==> config.mk <==
export PLATFORM = sky130hd
export DESIGN_NAME = deserializer_stream_flat
export DESIGN_NICKNAME = d
export VERILOG_FILES = /design/src/rtl/deserializer_stream_pkg.sv /design/src/rtl/deserializer_stream_if.sv /design/src/rtl/deserializer_stream_acc.sv /design/src/rtl/deserializer_stream.sv /design/src/flat_wrapper.sv
export SDC_FILE = /design/constraint.sdc
export NUM_CORES = 1
export LEC_CHECK = 0
export BUFFER_PORTS_ARGS = -buffer_cell sky130_fd_sc_hd__buf_2
export CAP_MARGIN = 20
export CORE_ASPECT_RATIO = 0.9
export CORE_UTILIZATION = 55
export DETAILED_ROUTE_END_ITERATION = 7
export MAX_ROUTING_LAYER = met4
export PLACE_DENSITY = 0.77
export SYNTH_ARGS = -nofsm -noshare
export SYNTH_HDL_FRONTEND = slang
export SYNTH_SLANG_ARGS = --single-unit
==> constraint.sdc <==
create_clock -name clk -period 2.3 [get_ports clk]
set_clock_uncertainty 0.2 [all_clocks]
set_input_delay 0.46 -clock clk [delete_from_list [all_inputs] [get_ports clk]]
set_output_delay 0.46 -clock clk [all_outputs]
set_load 0.02 [all_outputs]
==> src/rtl/deserializer_stream_pkg.sv <==
// Shared sizing helpers and output-register state type for deserializer_stream.
package deserializer_stream_pkg;

  typedef enum logic {EMPTY = 1'b0, FULL = 1'b1} out_state_t;

  function automatic int calc_beats(input int in_w, input int out_w);
    return out_w / in_w;
  endfunction

  function automatic int calc_cnt_width(input int beats);
    int w;
    w = $clog2(beats);
    return (w < 1) ? 1 : w;
  endfunction

endpackage

==> src/rtl/deserializer_stream_if.sv <==
// Valid/ready bundle for deserializer_stream; last/beat-count signals exist only
// with DESERIALIZER_STREAM_LAST_EN.
interface deserializer_stream_if #(
  parameter int in_width  = 1,
  parameter int out_width = 8
) ();
  import deserializer_stream_pkg::*;

  localparam int BEATS = calc_beats(in_width, out_width);

  logic                 in_valid;
  logic                 in_ready;
  logic [in_width-1:0]  in_data;
  logic                 out_valid;
  logic                 out_ready;
  logic [out_width-1:0] out_data;
`ifdef DESERIALIZER_STREAM_LAST_EN
  logic                 in_last;
  logic                 out_last;
  logic [$clog2(BEATS):0] out_beats;

  modport master (output in_valid, in_data, in_last, out_ready,
                  input  in_ready, out_valid, out_data, out_last, out_beats);
  modport slave  (input  in_valid, in_data, in_last, out_ready,
                  output in_ready, out_valid, out_data, out_last, out_beats);
`else
  modport master (output in_valid, in_data, out_ready,
                  input  in_ready, out_valid, out_data);
  modport slave  (input  in_valid, in_data, out_ready,
                  output in_ready, out_valid, out_data);
`endif
endinterface

==> src/rtl/deserializer_stream_acc.sv <==
// Beat accumulator: slices incoming beats into a word and flags the completing beat.
// Early completion via in_last exists only with DESERIALIZER_STREAM_LAST_EN.
module deserializer_stream_acc
  import deserializer_stream_pkg::*;
#(
  parameter int in_width  = 1,
  parameter int out_width = 8,
  parameter int msb_first = 0
) (
  input  logic                 clk,
  input  logic                 rst,
  input  logic                 i_push,
  input  logic [in_width-1:0]  i_data,
`ifdef DESERIALIZER_STREAM_LAST_EN
  input  logic                 i_valid,
  input  logic                 i_last,
  output logic [$clog2(calc_beats(in_width, out_width)):0] o_beats,
`endif
  output logic                 o_completing,
  output logic [out_width-1:0] o_word
);
  localparam int BEATS = calc_beats(in_width, out_width);
  localparam int CW    = calc_cnt_width(BEATS);
  localparam logic [CW-1:0] LAST_IDX = CW'(BEATS - 1);

  logic [CW-1:0]        r_cnt;
  logic [out_width-1:0] r_acc;
  logic [CW-1:0]        w_slice;
  logic [out_width-1:0] w_word;

  assign w_slice = (msb_first != 0) ? (LAST_IDX - r_cnt) : r_cnt;

  // Word as it would look with the current beat merged in; loaded on completion.
  always_comb begin
    w_word = r_acc;
    w_word[int'(w_slice) * in_width +: in_width] = i_data;
  end

`ifdef DESERIALIZER_STREAM_LAST_EN
  localparam int BW = $clog2(BEATS) + 1;
  assign o_completing = (r_cnt == LAST_IDX) || (i_valid && i_last);
  assign o_beats      = BW'(r_cnt) + BW'(1);
`else
  assign o_completing = (r_cnt == LAST_IDX);
`endif
  assign o_word = w_word;

  // Clearing on completion keeps unfilled slices of a short word at zero.
  always_ff @(posedge clk) begin
    if (rst) begin
      r_cnt <= '0;
      r_acc <= '0;
    end else if (i_push) begin
      if (o_completing) begin
        r_cnt <= '0;
        r_acc <= '0;
      end else begin
        r_cnt <= r_cnt + CW'(1);
        r_acc <= w_word;
      end
    end
  end
endmodule

==> src/rtl/deserializer_stream.sv <==
// Stream deserializer: packs out_width/in_width beats into a registered, backpressured word.
// Optional last/flush support with DESERIALIZER_STREAM_LAST_EN.
module deserializer_stream
  import deserializer_stream_pkg::*;
#(
  parameter int in_width  = 1,
  parameter int out_width = 8,
  parameter int msb_first = 0
) (
  input logic                  clk,
  input logic                  rst,
  deserializer_stream_if.slave bus
);
  localparam int BEATS = calc_beats(in_width, out_width);

  if ((out_width % in_width) != 0 || out_width < 2 * in_width) begin : g_cfg_err
    $error("deserializer_stream: out_width must be a multiple of in_width and >= 2*in_width");
  end

  out_state_t           r_state;
  logic [out_width-1:0] r_data;
  logic [out_width-1:0] w_word;
  logic                 w_completing;
  logic                 w_in_ready;
  logic                 w_beat_xfer;
  logic                 w_load;

  // Non-final beats never stall; only the completing beat waits on a free output slot.
  assign w_in_ready  = !rst && (r_state == EMPTY || bus.out_ready || !w_completing);
  assign w_beat_xfer = bus.in_valid && w_in_ready;
  assign w_load      = w_beat_xfer && w_completing;

`ifdef DESERIALIZER_STREAM_LAST_EN
  localparam int BW = $clog2(BEATS) + 1;
  logic          r_last;
  logic [BW-1:0] r_beats;
  logic [BW-1:0] w_beats;
`endif

  deserializer_stream_acc #(
    .in_width  (in_width),
    .out_width (out_width),
    .msb_first (msb_first)
  ) u_acc (
    .clk          (clk),
    .rst          (rst),
    .i_push       (w_beat_xfer),
    .i_data       (bus.in_data),
`ifdef DESERIALIZER_STREAM_LAST_EN
    .i_valid      (bus.in_valid),
    .i_last       (bus.in_last),
    .o_beats      (w_beats),
`endif
    .o_completing (w_completing),
    .o_word       (w_word)
  );

  // A load in FULL implies out_ready, so the old word is consumed that same cycle.
  always_ff @(posedge clk) begin
    if (rst) begin
      r_state <= EMPTY;
      r_data  <= '0;
`ifdef DESERIALIZER_STREAM_LAST_EN
      r_last  <= 1'b0;
      r_beats <= '0;
`endif
    end else begin
      case (r_state)
        EMPTY:   if (w_load) r_state <= FULL;
        FULL:    if (bus.out_ready && !w_load) r_state <= EMPTY;
        default: r_state <= EMPTY;
      endcase
      if (w_load) begin
        r_data  <= w_word;
`ifdef DESERIALIZER_STREAM_LAST_EN
        r_last  <= bus.in_valid && bus.in_last;
        r_beats <= w_beats;
`endif
      end
    end
  end

  assign bus.in_ready  = w_in_ready;
  assign bus.out_valid = (r_state == FULL);
  assign bus.out_data  = r_data;
`ifdef DESERIALIZER_STREAM_LAST_EN
  assign bus.out_last  = r_last;
  assign bus.out_beats = r_beats;
`endif
endmodule

==> src/flat_wrapper.sv <==
// flat-port wrapper written by rule: the top's interface ports become plain ports
module deserializer_stream_flat import deserializer_stream_pkg::*;
#(
  parameter int in_width  = 1,
  parameter int out_width = 8,
  parameter int msb_first = 0
)
  (clk, rst, bus_in_valid, bus_in_data, bus_out_ready, bus_in_ready, bus_out_valid, bus_out_data);
  deserializer_stream_if #(.in_width(in_width), .out_width(out_width)) bus_i ();
  input logic clk;
  input logic rst;
  input wire logic [$bits(bus_i.in_valid)-1:0] bus_in_valid;
  input wire logic [$bits(bus_i.in_data)-1:0] bus_in_data;
  input wire logic [$bits(bus_i.out_ready)-1:0] bus_out_ready;
  output wire logic [$bits(bus_i.in_ready)-1:0] bus_in_ready;
  output wire logic [$bits(bus_i.out_valid)-1:0] bus_out_valid;
  output wire logic [$bits(bus_i.out_data)-1:0] bus_out_data;
  assign bus_i.in_valid = bus_in_valid;
  assign bus_i.in_data = bus_in_data;
  assign bus_i.out_ready = bus_out_ready;
  assign bus_in_ready = bus_i.in_ready;
  assign bus_out_valid = bus_i.out_valid;
  assign bus_out_data = bus_i.out_data;
  deserializer_stream #(.in_width(in_width), .out_width(out_width), .msb_first(msb_first)) u_core (.clk(clk), .rst(rst), .bus(bus_i));
endmodule
### Yosys cells after proc, flatten, opt, wreduce, memory -nomap -nowiden

Cells that the tools add are included.

* add/subtract/negate cells: 2
* eq/ne operators: 1
* shift operators: 2
* multiplexer cells: 6
* bitwise logic cells: 1
* reduce and logical (&&, ||, !) cells: 9

Operators by type and width (number)
* $neg 3->33: 1
* $shift 1x33->8 const A: 1
* $shiftx 1x33->8: 1
* $bwmux 8: 1
* $mux 8: 1
* $logic_and 1x1->1: 4
* $add 3x1->3 const B: 1
* $eq 3x3->1 const B: 1
* $logic_not 1->1: 3
* $mux 3: 1
* $logic_or 1x1->1: 2
* $mux 1: 2
* $pmux 1 s2: 1
* $not 1->1: 1

* register bits: 20
* input port bits: 5
* output and inout port bits: 10

### Logic depth before layout (Yosys ltp)

* word-level depth: 10
* depth in mapped cells: 8

### By module

From an unflattened synthesis, not the netlist that was laid out.

* cell total of the unflattened synthesis: 139
* area, all modules: 1276.2 µm²

Modules (own cells, without submodules)
* deserializer_stream_acc: times used 1, cells an instance 98, area an instance 844.6 µm²
* deserializer_stream: times used 1, cells an instance 41, area an instance 431.7 µm²

### Worst setup path after synthesis

Ideal clock, no wire load.

* kind: reg-to-reg
* start: register u_core.u_acc.r_cnt[0]
* end: register u_core.r_data[1] (netlist: u_core.bus.out_data[1])
* setup time: 0.123 ns
* arrival time: 1.776 ns
* slack: 0.201 ns
* cell stages (with the launch flop): 9
* buffers on the path: 1
* cells stage by stage: dfxtp_1 -> buf_4 -> inv_1 -> ha_1 -> ha_1 -> nor2b_4 -> and3_1 -> mux2i_1 -> a211oi_2

* cells in the longest elaborated chain, start to end: 6
* elaborated cells on any way between the ends: 10
* classes of those cells: add/sub: 1; eq/ne: 1; shift: 2; mux: 1; reduce/logical: 5

RTL lines
* start, declared: RTL line deserializer_stream_acc.sv:26 `logic [CW-1:0] r_cnt;`
* start signal, assigned: RTL line deserializer_stream_acc.sv:58 `r_cnt <= r_cnt + CW'(1);`
* branches (longest 6 deep; another with $neg 3->33)
* end signal, assigned: RTL line deserializer_stream.sv:74 `r_data <= w_word;`
* end, declared: RTL line deserializer_stream.sv:21 `logic [out_width-1:0] r_data;`

Several ways; the timed one is not identified.
A chain may end at the register's enable or synchronous reset.

### Final worst setup path

* start: register u_core.u_acc.r_cnt[1]
* end: output port bus_in_ready

* cells in the longest elaborated chain, start to end: 4

RTL lines
* $eq 3x3->1: RTL line deserializer_stream_acc.sv:44 `assign o_completing = (r_cnt == LAST_IDX);`
* $logic_not 1->1: RTL line deserializer_stream.sv:29 `assign w_in_ready = !rst && (r_state == EMPTY || bus.out_ready || !w_completing);`
* $logic_or 1x1->1: RTL line deserializer_stream.sv:29
* $logic_and 1x1->1: RTL line deserializer_stream.sv:29
* end, declared: RTL line flat_wrapper.sv:15 `output wire logic [$bits(bus_i.in_ready)-1:0] bus_in_ready;`

No other way between the ends.

==> out/metrics.cfg <==
[synth]
ys_types=36
synth_top_area_share_pct=36.7
yosys.area.top_type=dfxtp_1
synthMuxAreaShare_pct=7.46
synthSimpleGateAreaFrac_pct=27.4
ys_top_cells_by_area=dfxtp_1, mux2i_1, nor2_1
syn_area_um2=1090
synth_cells=123
ys_ff_latch=20
yosys_warnings=0
yosysSeqAreaShare_pct=36.7
synth_fp_nets=132
synth_compound_area_share_pct=17.2
synthAdderAreaFrac_pct=4.59
synth_top_family_by_area=simple AND/OR/NAND/NOR gates
syn_area_per_cell_um2=8.86
synth_xor_xnor_area_share_pct=0

[final_layout]
layout-drive-gt1-share_pct=23.2
fin_util_pct=68.5
stdcell_area_um2=1210
fill_cells=149
seqCellArea_um2=402
layout_common_cells=dfxtp_1, nor2_1, buf_2
syn_to_final_growth_pct=11.1
layout.nets=148
antenna_cells=0
multi_input_area_um2=621
final_common_cell=dfxtp_1

[pwr]
clkPwrFrac_pct=31.7
swShare_pct=25.6
p_switching_uw=166
p_int_uw=484
power_frac_comb_pct=13.6
vdd_drop_max_mv=0.314
finalPower_uw=650
p_leak_nw=0.486
p_per_area_nw_per_um2=537
pwr-share-seq_pct=54.6

[setup_path]
setup.worst_path.start=u_core.u_acc.r_cnt[1]
r2r-start=u_core.u_acc.r_cnt[1]
worstPathRequired_ps=1640
end_kind=output port
crit_type=flop to output port
cp-start-kind=flop
cp_max_fo=6
critPathArrivalTime_ps=1510

[sta]
rsz0062_at_grt=false
finalSetupViolCount=0
maxSlewViolCount=0
period_needed_ps=2170
slew_headroom_pct=76.8
fin_crit_sh_pct=94.5
final.setup.tns_ps=0
worstMarginPinSlew_ps=348
hold_viol_final=0
fmax_mhz=460

[outcome]
outcome=complete, no violations

[floorplan]
die_h_um=44.2
start_util_pct=61.6
fp-row-count=14
die_w_um=48.9
core_um2=1770
dieArea_um2=2160
ios=15

[detailed_routing]
detail_route.first_pass.iterations=4
drt-total-wl_um=2100
wire_per_inst_um=13.0
via_per_inst=5.59
first_iter_violations=19
ant_nets=0
drc_errors=0
vias=906

[global_routing]
grt_pass1_vias=825
grt_use_total_pct=23.3
overflow=0
grt_antenna_before_repair=0
grt_pass1_wl_um=3600
grt_start_max_net_pins=22

[cts]
cts_num_sinks=20
cts_buffers=3
worstSkewPairLatency_ps=310
cts_tree=done
cts_max_path_buffers=2
root_buffer=clkbuf_4
h-tree-depth=1
cts_hold_buf=0
clkTransAtPathRegs_ps=100

[placement]
gp_congestion=0.819
dpl.hpwl_um=1550
io_buffers=14
dpl-instance-area_um2=1170

[hold_path]
hold_path.startpoint=bus_in_valid
hold_class=primary input to flop

[run]
maxCapViolCount=0

-- layer usage --
layer | up-vias | GRT usage [%] | part of all wire [%]
li1 | 466 | - | -
met5 | - | - | 0
met4 | 0 | 10.0 | 2.0
met2 | 21 | 36.9 | 44
met1 | 412 | 28.1 | 50
met3 | 7 | 6.53 | 4.3
-- state kept, by name, indices dropped and copies added, names as in the netlist --
name	count
u_core.bus.out_valid	1
u_core.u_acc.r_cnt	3
u_core.bus.out_data	8
u_core.u_acc.r_acc	8
-- area by class of cell --
cell class	instances	area share (%)
clock buffers	4	3.00
inverters	6	1.86
multi-input cells	90	51.2
flip-flops and latches	20	33.2
well taps	24	2.48
repair buffers	18	8.26
-- stage by stage --
step	worst slack (ps)	hold slack, ps	cells
2_1_floorplan	201	252	123
3_3_place_gp	298	263	158
3_5_place_dp	237	270	158
4_1_cts	77.3	254	162
5_1_grt	6.10	262	162
6_report	127	256	162
-- critical path, stage by stage, from the launching register on --
cell and delay, ps:
dfxtp_1 400, ha_1 170, ha_2 220, nand3b_1 130
nor2b_1 150, buf_2 150
-- power by group through the flow --
stage,logic [mW],clock network [mW],registers (mW)
6_report,0.0885,0.206,0.355
5_1_grt,0.0982,0.225,0.356
4_1_cts,0.0883,0.214,0.355
3_5_place_dp,0.0878,0,0.363
3_3_place_gp,0.0865,0,0.362
2_1_floorplan,0.0677,0,0.362
-- worst paths after layout --
kind | end | slack, ps | cells after the start
worst max-delay path | bus_in_ready | 130 | 5
worst max register to register | u_core.bus.out_data[1] | 250 | 7
worst min register to register | u_core.u_acc.r_acc[3] | 290 | 2
worst min-delay path | u_core.u_acc.r_cnt[0] | 260 | 3
-- kinds of logic after synthesis --
logic type / count (synthesis)
AOI/OAI and AO/OA: 27
adders and majority gates: 4
muxes: 8
and+or+nand+nor: 51
buffers and inverters: 13
DFF: 20
-- synth_stat cells --
library cell and instances:
a211o_1 1, a211oi_1 5, a211oi_2 2, a21oi_1 7, a22oi_1 1, a31oi_1 3
a32o_1 1, and2_1 1, and3_1 4, and4_1 1, and4bb_2 1, buf_2 3
buf_4 2, buf_8 1, clkbuf_1 1, dfxtp_1 20, ha_1 4, inv_1 6
mux2_2 1, mux2i_1 7, nand2_1 7, nand2b_1 3, nand3_1 6, nand3b_1 1
nand4bb_1 1, nor2_1 16, nor2b_1 4, nor2b_4 2, nor3_1 2, nor4b_4 1
o21ai_0 3, o21bai_1 1, o22ai_1 1, o31ai_1 1, o32ai_1 1, or2_2 1
-- timing repair --
| action | 4_1_cts | 5_1_grt |
|---|---|---|
| buffers inserted | 0 | 0 |
| gates resized for setup | 0 | 2 |
| setup endpoints to repair | 0 | 1 |
Power figures use the tool's default switching activity.
